## config.mk

```make
export PLATFORM = sky130hd
export DESIGN_NAME = serv_rf_dbg_arb
export DESIGN_NICKNAME = d
export VERILOG_FILES = /design/src/rtl/serv_rf_dbg_pkg.sv /design/src/rtl/serv_rf_dbg_arb.sv
export SDC_FILE = /design/constraint.sdc
export NUM_CORES = 1
export LEC_CHECK = 0
export BUFFER_PORTS_ARGS = -buffer_cell sky130_fd_sc_hd__buf_2
export CAP_MARGIN = 20
export CELL_PAD_IN_SITES_DETAIL_PLACEMENT = 1
export CELL_PAD_IN_SITES_GLOBAL_PLACEMENT = 1
export CORE_MARGIN = 8
export CORE_UTILIZATION = 42
export DETAILED_ROUTE_END_ITERATION = 10
export GPL_TIMING_DRIVEN = 0
export PLACE_DENSITY_LB_ADDON = 0.1
export SLEW_MARGIN = 30
export SYNTH_ARGS = -nofsm -noshare
export SYNTH_HDL_FRONTEND = slang
export SYNTH_SLANG_ARGS = --single-unit
```

## constraint.sdc

```tcl
create_clock -name clk -period 4.1 [get_ports clk]
set_input_delay 0.82 -clock clk [delete_from_list [all_inputs] [get_ports clk]]
set_output_delay 0.82 -clock clk [all_outputs]
set_load 0.005 [all_outputs]
```

## src/rtl/serv_rf_dbg_pkg.sv

```systemverilog
// Shared definitions for the SERV register-file debug arbiter.
//   dbg_state_e : arbiter state encoding (idle, write beats, read beats, done)
//   REG_X0      : index of the hard-wired zero register
//   beats()     : RAM beats per 32-bit register for a given RAM width
//   reg_limit() : first illegal register index (GPRs followed by CSRs)
package serv_rf_dbg_pkg;

  typedef enum logic [1:0] {
    StIdle,
    StWr,
    StRd,
    StDone
  } dbg_state_e;

  localparam logic [5:0] REG_X0 = 6'd0;

  function automatic int unsigned beats(input int unsigned w);
    return 32 / w;
  endfunction

  function automatic int unsigned reg_limit(input int unsigned n_csr);
    return 32 + n_csr;
  endfunction

endpackage

```

## src/rtl/serv_rf_dbg_arb.sv

```systemverilog
// Register-file RAM arbiter between the SERV RAM interface adapter and the RAM.
// The core owns the RAM port pair whenever no debug transfer is running; a
// 32-bit debug/loader port reads or writes whole registers by sequencing
// 32/width beats, LSB first, at address reg*beats + k.
//
// Ports:
//   clk, i_rst                 clock, asynchronous active-high reset
//   i_core_idle                core halted; debug transfers may start / continue
//   i_core_{waddr,wdata,wen}   core write port
//   i_core_raddr, o_core_rdata core read port (rdata always straight from RAM)
//   o_ram_{waddr,wdata,wen}    RAM write port
//   o_ram_raddr, i_ram_rdata   RAM read port (1-cycle registered read)
//   i_dbg_{req,we,reg,wdat}    debug request, direction, register, write data
//   o_dbg_rdat                 last completed read value
//   o_dbg_ack, o_dbg_err       single-cycle completion / reject-or-abort pulses
module serv_rf_dbg_arb
  import serv_rf_dbg_pkg::*;
#(
  parameter int unsigned width    = 2,
  parameter int unsigned csr_regs = 4,
  parameter int unsigned depth    = 32 * (32 + csr_regs) / width,
  parameter int unsigned aw       = $clog2(depth)
) (
  input  logic             clk,
  input  logic             i_rst,
  input  logic             i_core_idle,
  input  logic [aw-1:0]    i_core_waddr,
  input  logic [width-1:0] i_core_wdata,
  input  logic             i_core_wen,
  input  logic [aw-1:0]    i_core_raddr,
  output logic [width-1:0] o_core_rdata,
  output logic [aw-1:0]    o_ram_waddr,
  output logic [width-1:0] o_ram_wdata,
  output logic             o_ram_wen,
  output logic [aw-1:0]    o_ram_raddr,
  input  logic [width-1:0] i_ram_rdata,
  input  logic             i_dbg_req,
  input  logic             i_dbg_we,
  input  logic [5:0]       i_dbg_reg,
  input  logic [31:0]      i_dbg_wdat,
  output logic [31:0]      o_dbg_rdat,
  output logic             o_dbg_ack,
  output logic             o_dbg_err
);

  localparam int unsigned Beats    = beats(width);
  localparam int unsigned RegLimit = reg_limit(csr_regs);
  // Reads need one extra count to collect the last registered beat.
  localparam int unsigned CntW     = $clog2(Beats + 1);

  localparam logic [CntW-1:0] LastBeat = CntW'(Beats - 1);
  localparam logic [CntW-1:0] LastCap  = CntW'(Beats);

  dbg_state_e      state_q;
  logic [CntW-1:0] cnt_q;
  logic [5:0]      reg_q;
  logic [31:0]     wdat_q;
  logic [31:0]     shift_q;
  logic [31:0]     rdat_q;
  logic            ack_q;
  logic            err_q;

  logic             accept;
  logic             reg_ok;
  logic             is_x0;
  logic [aw-1:0]    base_addr;
  logic [aw-1:0]    beat_addr;
  logic [width-1:0] beat_wdata;
  logic [31:0]      rd_word;

  assign accept     = i_dbg_req & i_core_idle;
  assign reg_ok     = (32'(i_dbg_reg) < RegLimit);
  assign is_x0      = (reg_q == REG_X0);
  assign base_addr  = aw'(reg_q) * aw'(Beats);
  assign beat_addr  = base_addr + aw'(cnt_q);
  assign beat_wdata = width'(wdat_q >> (32'(cnt_q) * width));

  // Incoming beat lands in the MSBs; after all beats, beat 0 sits at the LSBs.
  if (width == 32) begin : g_rd_full
    assign rd_word = i_ram_rdata;
  end else begin : g_rd_shift
    assign rd_word = {i_ram_rdata, shift_q[31:width]};
  end

  assign o_core_rdata = i_ram_rdata;
  assign o_dbg_rdat   = rdat_q;
  assign o_dbg_ack    = ack_q;
  assign o_dbg_err    = err_q;

  // RAM port mux. Outside idle the core write port is masked entirely; the
  // debug write enable drops in the very cycle the core leaves idle.
  always_comb begin
    o_ram_waddr = i_core_waddr;
    o_ram_wdata = i_core_wdata;
    o_ram_wen   = i_core_wen;
    o_ram_raddr = i_core_raddr;
    if (state_q != StIdle) begin
      o_ram_waddr = beat_addr;
      o_ram_wdata = beat_wdata;
      o_ram_wen   = (state_q == StWr) & i_core_idle & ~is_x0;
    end
    // On the final read count the address is a don't-care; only data is taken.
    if (state_q == StRd) begin
      o_ram_raddr = beat_addr;
    end
  end

  always_ff @(posedge clk or posedge i_rst) begin
    if (i_rst) begin
      state_q <= StIdle;
      cnt_q   <= '0;
      reg_q   <= '0;
      wdat_q  <= '0;
      shift_q <= '0;
      rdat_q  <= '0;
      ack_q   <= 1'b0;
      err_q   <= 1'b0;
    end else begin
      ack_q <= 1'b0;
      err_q <= 1'b0;
      case (state_q)
        StIdle: begin
          if (accept) begin
            reg_q  <= i_dbg_reg;
            wdat_q <= i_dbg_wdat;
            cnt_q  <= '0;
            if (!reg_ok) begin
              err_q <= 1'b1;
            end else begin
              state_q <= i_dbg_we ? StWr : StRd;
            end
          end
        end

        StWr: begin
          if (!i_core_idle) begin
            state_q <= StIdle;
            err_q   <= 1'b1;
          end else if (cnt_q == LastBeat) begin
            state_q <= StDone;
            ack_q   <= 1'b1;
            cnt_q   <= '0;
          end else begin
            cnt_q <= cnt_q + CntW'(1);
          end
        end

        StRd: begin
          if (!i_core_idle) begin
            // Abort leaves rdat_q untouched; only completed reads update it.
            state_q <= StIdle;
            err_q   <= 1'b1;
          end else begin
            // Count 0 has only issued the first address; data starts at count 1.
            if (cnt_q != '0) begin
              shift_q <= rd_word;
            end
            if (cnt_q == LastCap) begin
              state_q <= StDone;
              ack_q   <= 1'b1;
              cnt_q   <= '0;
              rdat_q  <= is_x0 ? 32'd0 : rd_word;
            end else begin
              cnt_q <= cnt_q + CntW'(1);
            end
          end
        end

        StDone: begin
          state_q <= StIdle;
        end

        default: begin
          state_q <= StIdle;
        end
      endcase
    end
  end

endmodule

```

==> out/qor.yml <==
grt_start_max_net_pins: 90
wl_met3_um: 771
tritoncts: "built"
numCtsBuffers: 9
reg_area_sq_um: 2728
irDropWorstVdd_v: 0.0003746
die_area_sq_um: 15600
detailedRoute.firstPassIterationCount: 4
maxCapViolations: 0
yosys.area.top_type_share_pct: 54.76
final.min_clock_period_ps: 3440
fp.coreArea_sq_um: 11520
synth_seq_cells: 109
post_drt_via_cell_ratio: 5.334
post_route_fraction_of_the_period_consumed_by_the_critical_path_pct: 83.90
antenna_found_initial: 1
clkLatencyLatePin_ps: 350
run_status: "finished, final reports clean"
multi_input_area_sq_um: 2072
wl_met1_um: 5813
commonest_cells_after_routing_fill_and_taps_aside: "buf_2, dfrtp_1, mux2_2"
synth_area_sq_um: 4981
place_worst_setup_slack_ps: 1016
async_reset_ff_share_pct: 100.0
gr-usage-all-layers_pct: 17.46
cts.root.buffer_cell: "clkbuf_16"
clk_path_buf_depth: 2
global_route_wire_length_before_repair_um: 21640
critPathCaptureType: "output pin"
globalRouteOverflowTotal: 0
final_cell_count_no_fill: 664
power_density_over_cell_area_nw_per_um2: 593.4
worst_path_max_delay_cell: "buf_1"
worstPathCellList: "inv_1 > ha_1 > buf_2 > buf_1 > clkbuf_1 > mux2i_1 > buf_2"
final_number_of_hold_violating_endpoints: 0
post_cts_hold_buffer_count: 0
timing.final.setup_violations: 0
ff2ff_setup_slack_ps: 1770
synth.largest_area_cell: "dfrtp_1"
nets_finish: 594
setup_tns_ps: 0
synth.area.top_cells: "dfrtp_1, mux2_2, a22o_1"
power.leakage_nw: 3.087
setup_slack_ps: 660.1
synth_edf_count: 0
place.detailed.instances: 649
worst-path-max-fanout: 10
cts_setup_buffers: 0
gp_routability_congestion: 0.7354
drt-total-wl_um: 13170
worst_relative_slew_slack_pct: 51.32
setup_repair_after_global_routing_missed_its_margin: "false"
finClkSkew_ps: 9.124
mostFrequentLayoutCell: "buf_2"
initial_core_util_pct: 43.25
cp_slowest_stage_delay_ps: 580
postSynthNetCount: 457
pin_count: 127
fillers: 1221
floorplan.die.width_um: 124.9
antenna_left: 0
wire_per_inst_um: 19.83
clock_sinks: 109
max_slew.worst_pin.slew_ps: 730.3
critical-path-top-cell-by-count: "buf_2"
vias: 3542
criticalPathCategory: "reg -> out"
numPortBuffers: 125
synthesis.area_per_instance_sq_um: 13.11
cts.htree.levels: 3
detailedPlacementHpwl_um: 9832
placementRows: 39
worst_ep_required_time_ps: 3280
setup.worst_path.start_class: "flop"
drt_drc_violations_left: 0
class_of_the_most_critical_hold_timing_path: "in -> async"
die_y_um: 124.9
area.growth.synth_to_final_pct: 23.08
synth_flop_cell: "dfrtp_1"
detail_route.iter0.violations: 164
slew_viol_final: 0
dr.max_layer_used: "met5"
post-route-util_pct: 53.24
postSynthCellCount: 380
synthesis.yosys.warnings: 0
cp.arrival_ps: 2620
seq_area_frac_synth_pct: 54.76
cts.clk_slew.worst_paths_ps: 70
cts_resized: 0
drive_above_1_share_pct: 45.58
synth.lib_cells_used.distinct: 44
first_global_vias: 4037
met2_wirelength_um: 6439
fmax_mhz: 290.7
-- critical path: cells and delay by family (launching register included) --
family     cells  cell delay [ps]
buf+inv        5             1460
flops          1              410
fa+ha+maj      1              150
mux            1              260
-- per-stage QoR --
step	hold WS (ps)	power, mW	cell area [sq um]
floorplan	459.0	2.314	4981
global placement	468.7	2.706	5786
detailed placement	485.2	2.754	5821
CTS	396.1	3.691	6128
global route	404.2	3.863	6128
finish	404.4	3.638	6131
-- cell families after synthesis --
family                     after synthesis  share of synthesized area (%)
AOI/OAI and AO/OA                       62                          9.872
xor gates and xnor gates                 4                         0.7035
adders and majority gates                9                          2.261
buffers and inverters                   37                          3.642
DFF                                    109                          54.76
muxes                                  100                          22.08
and+or+nand+nor                         59                          6.682
-- final cells by class --
class	count	area share (%)
Clock inverter	5	1.347
Inverter	13	0.9184
Sequential cell	109	44.49
Antenna cell	1	0.04082
Tap cell	143	2.918
Timing Repair Buffer	126	10.65
Clock buffer	9	3.673
Buffer	24	2.163
Multi-Input combinational cell	234	33.80
-- state kept, by name, indices dropped and copies added, names as in the netlist --
name	flops
shift_q	30
reg_q	6
o_dbg_err	1
o_dbg_ack	1
state_q	2
cnt_q	5
o_dbg_rdat	32
wdat_q	32
-- where the power goes --
| group | internal [mW] | leakage [nW] | total, mW | switching [mW] |
|---|---|---|---|---|
| logic | 0.597 | 1.51 | 1.20 | 0.606 |
| registers | 1.34 | 1.43 | 1.52 | 0.182 |
| clock network | 0.532 | 0.152 | 0.915 | 0.383 |
-- routing by layer --
layer,vias to the layer above,GRT usage (%)
li1,1654,-
met1,1785,21.33
met2,89,28.93
met3,12,6.079
met4,2,4.370
met5,-,0
-- cells in the mapped netlist, types with 6 or more instances --
master	n
a21oi_1	6
dfrtp_1	109
nand3_1	6
buf_2	10
nand2_1	20
ha_1	9
a22o_1	32
mux2_2	73
inv_1	13
a22oi_1	6
mux2_1	6
mux2i_1	21
o21ai_0	6
clkbuf_1	8
nor2_1	9
-- final timing paths --
check | startpoint | to | cells after the start
max in group asynchronous | i_rst | wdat_q[15] | 3
min in group clk | o_dbg_rdat[5] | o_dbg_rdat[5] | 1
setup reg to reg | cnt_q[0] | shift_q[25] | 7
hold reg to reg | o_dbg_rdat[5] | o_dbg_rdat[5] | 1
hold / removal | i_rst | o_dbg_rdat[11] | 2
setup / recovery | state_q[1] | o_ram_waddr[8] | 7
Note: power is estimated with default switching activity, not from simulation.
